[src/rtl/brom_scan_ctrl_if.sv]
// Request/result and ROM read bus for brom_scan_ctrl.
// The BROM_SCAN_MIN_EN macro adds the min_val/min_addr result fields.
interface brom_scan_ctrl_if #(
    parameter int ADDR_W = 4,
    parameter int DATA_W = 4
);
    logic              start;
    logic [ADDR_W-1:0] base_addr;
    logic [ADDR_W:0]   len;
    logic              rom_en;
    logic [ADDR_W-1:0] rom_addr;
    logic [DATA_W-1:0] rom_dout;
    logic              busy;
    logic              done;
    logic              found;
    logic [DATA_W-1:0] max_val;
    logic [ADDR_W-1:0] max_addr;
`ifdef BROM_SCAN_MIN_EN
    logic [DATA_W-1:0] min_val;
    logic [ADDR_W-1:0] min_addr;
`endif

    // slave is the sequencer, master is whoever drives requests and models the ROM
    modport slave (
        input  start, base_addr, len, rom_dout,
        output rom_en, rom_addr, busy, done, found, max_val, max_addr
`ifdef BROM_SCAN_MIN_EN
        , min_val, min_addr
`endif
    );

    modport master (
        output start, base_addr, len, rom_dout,
        input  rom_en, rom_addr, busy, done, found, max_val, max_addr
`ifdef BROM_SCAN_MIN_EN
        , min_val, min_addr
`endif
    );
endinterface

[src/rtl/brom_scan_ctrl.sv]
// Block-ROM window scanner: issues one read per cycle, tracks reads through the
// BRAM latency and reports the max word/address. BROM_SCAN_MIN_EN adds min tracking.
module brom_scan_ctrl #(
    parameter int ADDR_W = 4,
    parameter int DATA_W = 4,
    parameter int RD_LAT = 1
) (
    input  logic               clk,
    input  logic               rst_n,
    brom_scan_ctrl_if.slave    bus
);
    typedef enum logic [1:0] {IDLE, ISSUE, DRAIN, FIN} state_e;

    state_e                         state_q, state_d;
    logic                           rom_en_q, rom_en_d;
    logic [ADDR_W-1:0]              rom_addr_q, rom_addr_d;
    logic [ADDR_W:0]                rem_q, rem_d;
    logic [RD_LAT-1:0]              vld_q, vld_d;
    logic [RD_LAT-1:0][ADDR_W-1:0]  tag_q, tag_d;
    logic                           found_q, found_d;
    logic [DATA_W-1:0]              max_val_q, max_val_d;
    logic [ADDR_W-1:0]              max_addr_q, max_addr_d;
`ifdef BROM_SCAN_MIN_EN
    logic [DATA_W-1:0]              min_val_q, min_val_d;
    logic [ADDR_W-1:0]              min_addr_q, min_addr_d;
`endif

    always_comb begin
        state_d    = state_q;
        rom_en_d   = rom_en_q;
        rom_addr_d = rom_addr_q;
        rem_d      = rem_q;
        found_d    = found_q;
        max_val_d  = max_val_q;
        max_addr_d = max_addr_q;
`ifdef BROM_SCAN_MIN_EN
        min_val_d  = min_val_q;
        min_addr_d = min_addr_q;
`endif
        // each issued read carries its address until the data appears on rom_dout
        vld_d    = '0;
        tag_d    = '0;
        vld_d[0] = rom_en_q;
        tag_d[0] = rom_addr_q;
        for (int i = 1; i < RD_LAT; i++) begin
            vld_d[i] = vld_q[i-1];
            tag_d[i] = tag_q[i-1];
        end

        if (vld_q[RD_LAT-1]) begin
            found_d = 1'b1;
            if (!found_q || bus.rom_dout > max_val_q) begin
                max_val_d  = bus.rom_dout;
                max_addr_d = tag_q[RD_LAT-1];
            end
`ifdef BROM_SCAN_MIN_EN
            if (!found_q || bus.rom_dout < min_val_q) begin
                min_val_d  = bus.rom_dout;
                min_addr_d = tag_q[RD_LAT-1];
            end
`endif
        end

        case (state_q)
            IDLE: begin
                if (bus.start) begin
                    found_d    = 1'b0;
                    max_val_d  = '0;
                    max_addr_d = '0;
`ifdef BROM_SCAN_MIN_EN
                    min_val_d  = '0;
                    min_addr_d = '0;
`endif
                    rem_d = bus.len - 1'b1;
                    if (bus.len != '0) begin
                        state_d    = ISSUE;
                        rom_en_d   = 1'b1;
                        rom_addr_d = bus.base_addr;
                    end else begin
                        state_d = FIN;
                    end
                end
            end
            ISSUE: begin
                if (rem_q == '0) begin
                    rom_en_d = 1'b0;
                    state_d  = DRAIN;
                end else begin
                    rom_addr_d = rom_addr_q + 1'b1;
                    rem_d      = rem_q - 1'b1;
                end
            end
            // the oldest entry compares on this edge, so leave once nothing younger remains
            DRAIN:   if (vld_d == '0) state_d = FIN;
            FIN:     state_d = IDLE;
            default: state_d = IDLE;
        endcase
    end

    always_ff @(posedge clk) begin
        if (!rst_n) begin
            state_q    <= IDLE;
            rom_en_q   <= 1'b0;
            rom_addr_q <= '0;
            rem_q      <= '0;
            vld_q      <= '0;
            tag_q      <= '0;
            found_q    <= 1'b0;
            max_val_q  <= '0;
            max_addr_q <= '0;
`ifdef BROM_SCAN_MIN_EN
            min_val_q  <= '0;
            min_addr_q <= '0;
`endif
        end else begin
            state_q    <= state_d;
            rom_en_q   <= rom_en_d;
            rom_addr_q <= rom_addr_d;
            rem_q      <= rem_d;
            vld_q      <= vld_d;
            tag_q      <= tag_d;
            found_q    <= found_d;
            max_val_q  <= max_val_d;
            max_addr_q <= max_addr_d;
`ifdef BROM_SCAN_MIN_EN
            min_val_q  <= min_val_d;
            min_addr_q <= min_addr_d;
`endif
        end
    end

    assign bus.rom_en   = rom_en_q;
    assign bus.rom_addr = rom_addr_q;
    assign bus.busy     = (state_q == ISSUE) || (state_q == DRAIN);
    assign bus.done     = (state_q == FIN);
    assign bus.found    = found_q;
    assign bus.max_val  = max_val_q;
    assign bus.max_addr = max_addr_q;
`ifdef BROM_SCAN_MIN_EN
    assign bus.min_val  = min_val_q;
    assign bus.min_addr = min_addr_q;
`endif
endmodule
[src/flat_wrapper.sv]
// flat-port wrapper written by rule: the top's interface ports become plain ports
module brom_scan_ctrl_flat 
#(
    parameter int ADDR_W = 4,
    parameter int DATA_W = 4,
    parameter int RD_LAT = 1
)
  (clk, rst_n, bus_start, bus_base_addr, bus_len, bus_rom_dout, bus_rom_en, bus_rom_addr, bus_busy, bus_done, bus_found, bus_max_val, bus_max_addr);
  brom_scan_ctrl_if #(.ADDR_W(ADDR_W), .DATA_W(DATA_W)) bus_i ();
  input  logic clk;
  input  logic rst_n;
  input wire logic [$bits(bus_i.start)-1:0] bus_start;
  input wire logic [$bits(bus_i.base_addr)-1:0] bus_base_addr;
  input wire logic [$bits(bus_i.len)-1:0] bus_len;
  input wire logic [$bits(bus_i.rom_dout)-1:0] bus_rom_dout;
  output wire logic [$bits(bus_i.rom_en)-1:0] bus_rom_en;
  output wire logic [$bits(bus_i.rom_addr)-1:0] bus_rom_addr;
  output wire logic [$bits(bus_i.busy)-1:0] bus_busy;
  output wire logic [$bits(bus_i.done)-1:0] bus_done;
  output wire logic [$bits(bus_i.found)-1:0] bus_found;
  output wire logic [$bits(bus_i.max_val)-1:0] bus_max_val;
  output wire logic [$bits(bus_i.max_addr)-1:0] bus_max_addr;
  assign bus_i.start = bus_start;
  assign bus_i.base_addr = bus_base_addr;
  assign bus_i.len = bus_len;
  assign bus_i.rom_dout = bus_rom_dout;
  assign bus_rom_en = bus_i.rom_en;
  assign bus_rom_addr = bus_i.rom_addr;
  assign bus_busy = bus_i.busy;
  assign bus_done = bus_i.done;
  assign bus_found = bus_i.found;
  assign bus_max_val = bus_i.max_val;
  assign bus_max_addr = bus_i.max_addr;
  brom_scan_ctrl #(.ADDR_W(ADDR_W), .DATA_W(DATA_W), .RD_LAT(RD_LAT)) u_core (.clk(clk), .rst_n(rst_n), .bus(bus_i));
endmodule
[config.mk]
export PLATFORM = sky130hd
export DESIGN_NAME = brom_scan_ctrl_flat
export DESIGN_NICKNAME = d
export VERILOG_FILES = /design/src/rtl/brom_scan_ctrl_if.sv /design/src/rtl/brom_scan_ctrl.sv /design/src/flat_wrapper.sv
export SDC_FILE = /design/constraint.sdc
export NUM_CORES = 1
export LEC_CHECK = 0
export CORE_UTILIZATION = 53
export DETAILED_ROUTE_END_ITERATION = 10
export DONT_BUFFER_PORTS = 1
export PLACE_DENSITY = 0.79
export RECOVER_POWER = 50
export SLEW_MARGIN = 10
export SYNTH_ARGS = -nofsm -noshare
export SYNTH_HDL_FRONTEND = slang
export SYNTH_SLANG_ARGS = --single-unit
export TNS_END_PERCENT = 10
[constraint.sdc]
create_clock -name clk -period 2.3 [get_ports clk]
set_input_delay 0.46 -clock clk [delete_from_list [all_inputs] [get_ports clk]]
set_output_delay 0.46 -clock clk [all_outputs]
set_load 0.005 [all_outputs]
# Word level (Yosys, flattened, before mapping)
# Index checks and enable logic that the tools add are counted.
[totals]
reg_bits = 26
latchBits = 0
mem_bits_rw = 0
mem_bits_ro = 0
input_bits = 16
output_inout_bits = 16
elab_cells = 59
mem_count = 0
[classes]
add_sub_neg = 3
mul = 0
n_div = 0
order_cmp = 1
n_eq_ne = 8
shifts = 0
muxes = 27
n_bitwise = 0
reduce_logical = 11
[op_table]
columns = ["op", "count"]
rows = [
  ["two-way mux 4 bit", 11],
  ["two-way mux 5 bit", 2],
  ["case mux 5 bit (2 select lines)", 1],
  ["subtractor 5 x 1 -> 5 bit (second input constant)", 2],
  ["two-way mux 2 bit", 4],
  ["case mux 2 bit (4 select lines)", 1],
  ["case mux 4 bit (2 select lines)", 1],
  ["AND reduction 4 bit", 2],
  ["two-way mux 1 bit", 6],
  ["!= test 2 bit (second input constant)", 3],
  ["AND reduction 3 bit", 2],
  ["zero test 5 bit", 1],
  ["nonzero test 5 bit", 1],
  ["adder 4 x 1 -> 4 bit (second input constant)", 1],
  ["== test 2 bit (second input constant)", 2],
  ["> comparator 4 bit", 1],
  ["!= test 2 x 1 -> 1 bit (second input constant)", 2],
  ["== test 2 x 1 -> 1 bit (second input constant)", 1],
  ["zero test 2 bit", 1],
  ["logical OR 1 bit", 2],
  ["case mux 1 bit (2 select lines)", 1],
  ["nonzero test 2 bit", 1],
  ["zero test 1 bit", 1],
]

# Depth between registers and ports, before layout
# Gate-level depths: netlist of the first run.
[logic_depth]
word_depth = 6
ltp_mapped = 10
depth_no_buf = 8

# Least setup slack after synthesis of the first run
# No wires, ideal clock.
[synth_path]
kind = "flip-flop to flip-flop"
start = "register u_core.state_q[1]"
end = "register u_core.rem_q[4]"
setup_time_ns = 0.120
t_arrival_ns = 2.080
t_required_ns = 2.180
slack_ns = 0.100
stages_incl_launch_ff = 10
n_path_buf = 2
period_less_slack_ns = 2.200
path_cell_list = "dfxtp_1 inv_1 ha_1 clkbuf_1 clkbuf_1 mux2i_1 ha_1 o21ai_0 nor3b_1 o31a_1"
[synth_via]
elab_chain_cells = 3
word_cells_on_any_way = 7
cone_classes = "eq/ne: 3; mux: 1; reduce/logical: 3"
[synth_rtl]
columns = ["item", "line_no", "source"]
rows = [
  ["from (decl)", "brom_scan_ctrl.sv:14", "state_e state_q, state_d;"],
  ["from (signal assigned)", "brom_scan_ctrl.sv:116", "state_q <= state_d;"],
  ["== test 2 x 1 -> 1 bit / zero test 2 bit (equally long branches)", "brom_scan_ctrl.sv:64", "case (state_q)"],
  ["!= test 2 bit (no source line) / nonzero test 2 bit (equally long branches)", "-", ""],
  ["AND reduction 3 bit (no source line)", "-", ""],
  ["to (signal assigned)", "brom_scan_ctrl.sv:119", "rem_q <= rem_d;"],
  ["to (decl)", "brom_scan_ctrl.sv:17", "logic [ADDR_W:0] rem_q, rem_d;"],
]
# Several ways; a longest one is shown, not always the timed one.
# A chain may end at the register's enable or synchronous reset.

# Final worst setup path of the first run
[layout_path]
start = "register u_core.state_q[1]"
end = "register u_core.rom_addr_q[0], in the netlist u_core.bus.rom_addr[0]"
[layout_via]
elab_chain_cells = 3
word_cells_on_any_way = 8
cone_classes = "eq/ne: 4; mux: 1; reduce/logical: 3"
[layout_rtl]
columns = ["item", "line_no", "source"]
rows = [
  ["== test 2 x 1 -> 1 bit / zero test 2 bit (equally long branches)", "brom_scan_ctrl.sv:64", ""],
  ["!= test 2 bit (no source line) (tied with other cells)", "-", ""],
  ["AND reduction 4 bit (no source line)", "-", ""],
  ["to (signal assigned)", "brom_scan_ctrl.sv:118", "rom_addr_q <= rom_addr_d;"],
  ["to (decl)", "brom_scan_ctrl.sv:16", "logic [ADDR_W-1:0] rom_addr_q, rom_addr_d;"],
]
# Several ways; a longest one is shown, not always the timed one.

==> results of run 1 <==
[logic make-up (layout without fill, tap and decap cells)]
group                      Yosys count  in the layout  share of synthesized area [%]
DFF                                 26             26                           37.7
adders and majority gates           10             10                           9.07
and+or+nand+nor                     58             58                           21.1
AOI/OAI and AO/OA                   34             34                           16.6
buffers and inverters               19             20                           5.35
muxes                               14             14                           10.2
[cells in the final DEF, fill, tap and decap left out]
| cell | n |
|---|---|
| a211oi_1 | 3 |
| a21boi_0 | 1 |
| a21oi_1 | 7 |
| a21oi_2 | 2 |
| a221oi_1 | 2 |
| a22oi_1 | 1 |
| a311oi_1 | 1 |
| a31oi_1 | 2 |
| and2_1 | 3 |
| buf_4 | 3 |
| clkbuf_4 | 3 |
| clkbuf_8 | 1 |
| clkinv_1 | 1 |
| dfxtp_1 | 26 |
| ha_1 | 10 |
| inv_1 | 12 |
| mux2i_1 | 14 |
| nand2_1 | 15 |
| nand2_4 | 1 |
| nand2b_1 | 1 |
| nand3_1 | 3 |
| nand3b_1 | 1 |
| nor2_1 | 19 |
| nor2b_1 | 4 |
| nor3_1 | 4 |
| nor3b_1 | 3 |
| o21ai_0 | 5 |
| o21ai_1 | 1 |
| o21ai_2 | 1 |
| o21bai_1 | 1 |
| o22ai_1 | 3 |
| o311ai_0 | 2 |
| o31a_1 | 1 |
| o32ai_1 | 1 |
| or3_1 | 1 |
| or3b_4 | 1 |
| or4_1 | 1 |
| or4_4 | 1 |
[cell type report]
type                       instances  area, µm²  share of cell area (%)
inverter                          13       48.8                    3.36
tap                               30       37.5                    2.59
multi-input combinational        116        785                    54.1
timing repair buffer               3       22.5                    1.55
sequential                        26        520                    35.9
clock buffer                       4       36.3                    2.50
[registers in the layout, summed over array words and instances (netlist names)]
name / count
u_core.tag_q: 4
u_core.rem_q: 5
u_core.vld_q: 1
u_core.bus.max_addr: 4
u_core.bus.found: 1
u_core.state_q: 2
u_core.bus.max_val: 4
u_core.bus.rom_en: 1
u_core.bus.rom_addr: 4
[worst max-delay path by stage]
stage                                  from                     end  slack, ps  cells after the start
after floorplan           u_core.state_q[1]         u_core.rem_q[4]        100                      9
after global placement    u_core.state_q[1]         u_core.rem_q[4]        370                      8
after detailed placement  u_core.state_q[1]         u_core.rem_q[4]        280                      8
after CTS                 u_core.state_q[1]  u_core.bus.rom_addr[0]        250                      7
after global routing      u_core.state_q[1]         u_core.rem_q[4]         50                      8
final                     u_core.state_q[1]  u_core.bus.rom_addr[0]        230                      7
[routing by layer]
| layer | part of all wire (%) | wire (µm) |
|---|---|---|
| met2 | 50 | 1360 |
| met5 | 0 | 0 |
| met3 | 5.8 | 157 |
| met4 | 2.2 | 59 |
| met1 | 42 | 1130 |
[per-stage QoR]
| step | cell area [µm²] | std cells | power (mW) |
|---|---|---|---|
| floorplan | 1380 | 161 | 1.30 |
| global placement | 1410 | 188 | 1.44 |
| detailed placement | 1410 | 188 | 1.48 |
| CTS | 1450 | 192 | 1.71 |
| global route | 1450 | 192 | 1.84 |
| finish | 1450 | 192 | 1.70 |
[power groups by stage]
stage | combinational, mW | sequential, mW | clock, mW
after global routing | 0.893 | 0.702 | 0.249
final | 0.796 | 0.682 | 0.226
after detailed placement | 0.790 | 0.692 | 0
after CTS | 0.794 | 0.681 | 0.233
after global placement | 0.751 | 0.685 | 0
after floorplan | 0.643 | 0.661 | 0
==> results.cfg, run 1 <==
[setup_path]
path_buf_inv = 2
cp_max_fo = 21
path_delay_family = compound AO/OA/AOI/OAI gates
path_class = register to register
rr_endpoint = u_core.bus.rom_addr[0]
rr_worst_depth = 7
slowest_delay_ps = 400
crit_path_end_kind = register
worstPathArrival_ps = 2330
rrSetupSlack_ps = 230
r2r_start = u_core.state_q[1]
cp.required_ps = 2560
path_cells = inv_1 > ha_1 > buf_4 > a31oi_1 > nand2_4 > or3_1 > a21oi_2
slowest_stage = a31oi_1
startpoint_type = register

[sta]
hold_viol = 0
period_minus_slack_ps = 2070
setup_slack_ps = 228
final_max_slew_viol_count = 0
slew_headroom_pct = 61.8
setup_viol = 0
rsz0062_at_grt = false
fin_crit_sh_pct = 90.1
fmax_mhz = 483
holdWs_ps = 253
finClkSkew_ps = 4.08
tightest_slew_ps = 573
tns_ps = 0

[synth]
synth_seq_cells = 26
ys_warn_count = 0
yosys-top-cells-count = dfxtp_1 (26), nor2_1 (19), nand2_1 (15)
yosys.area.top_type = dfxtp_1
yosysTopAreaCellShare_pct = 37.7
synth_flop_cell = dfxtp_1
synthesis.area_um2 = 1380
syn-num-nets = 187
yosysMostFrequentCell = dfxtp_1
synth.area.top_cells = dfxtp_1 (38%), mux2i_1 (10%), ha_1 (9.1%)
synth_enable_flop_cells = 0
synth_cell_types = 37
synthCells = 161
synthArstFlopShare_pct = 0
syn_area_per_cell_um2 = 8.56
yosysSeqAreaShare_pct = 37.7

[outcome]
outcome = finished clean

[pwr]
seq_power_share_pct = 40.0
peakVddDrop_uv = 735
combinationalPowerShare_pct = 46.7
p_int_mw = 1.01
p_sw_mw = 0.693
p_per_area_nw_per_um2 = 1180
p_leak_nw = 0.561
switching_share_pct = 40.7
clkPwrFrac_pct = 13.2

[global_routing]
grt_max_degree = 22
grt_pass1_vias = 1022
top_usage_layer = met2
grt_first_pass_wirelength_mm = 4.29
grtUsageMet2_pct = 35.9
grt_overflow_total = 0
grt_antenna_before_repair = 0
gr-usage-all-layers_pct = 20.7
use_met1_pct = 24.1
grtUsageMet3_pct = 4.31

[final_layout]
fin_util_pct = 58.5
syn_to_final_growth_pct = 5.17
nFillCells = 223
drive_above_1_share_pct = 8.02
n_antenna_cell = 0
nets = 189

[placement]
io_buffers = 0
place.gp.congestion = 0.930
hpwl_mm = 2.11
dp_slack_ps = 285

[clock_tree]
clock_path_buffers = 2
cts_root_buffer = clkbuf_4
ctsHtreeMaxLevel = 1
tritoncts = built
insertion_delay_ps = 320
path_clk_slew_ps = 130
post_cts_buffers = 0
cts-resized-gates = 0
numCtsBuffers = 3
clock_sinks = 26
holdBufCountCts = 0

[floorplan]
die_w_um = 53.0
core_area_um2 = 2480
start_util_pct = 55.7
dieArea_um2 = 2810
rows = 18
die_y_um = 53.0
io_pins = 32

[drt]
drtIter0Drc = 14
route.vias.total = 1116
wl_mm = 2.70
drt_pass1_iterations = 4
ant_nets = 0
vias_per_cell = 5.81
wl_per_cell_um = 14.1
drcViolationCount = 0

[hold_path]
hold_path_end = u_core.tag_q[3]
min_path_cells = 2
hp-start = rst_n
hold_class = primary input to register

[flow_run]
drv_cap = 0
Power figures use the tool's default switching activity.
==> inputs of run 2 (changes only) <==
SLEW_MARGIN = 25   (was 10)
==> results of run 2 <==
Final layout, timing and power as in run 1 (identical DEF).
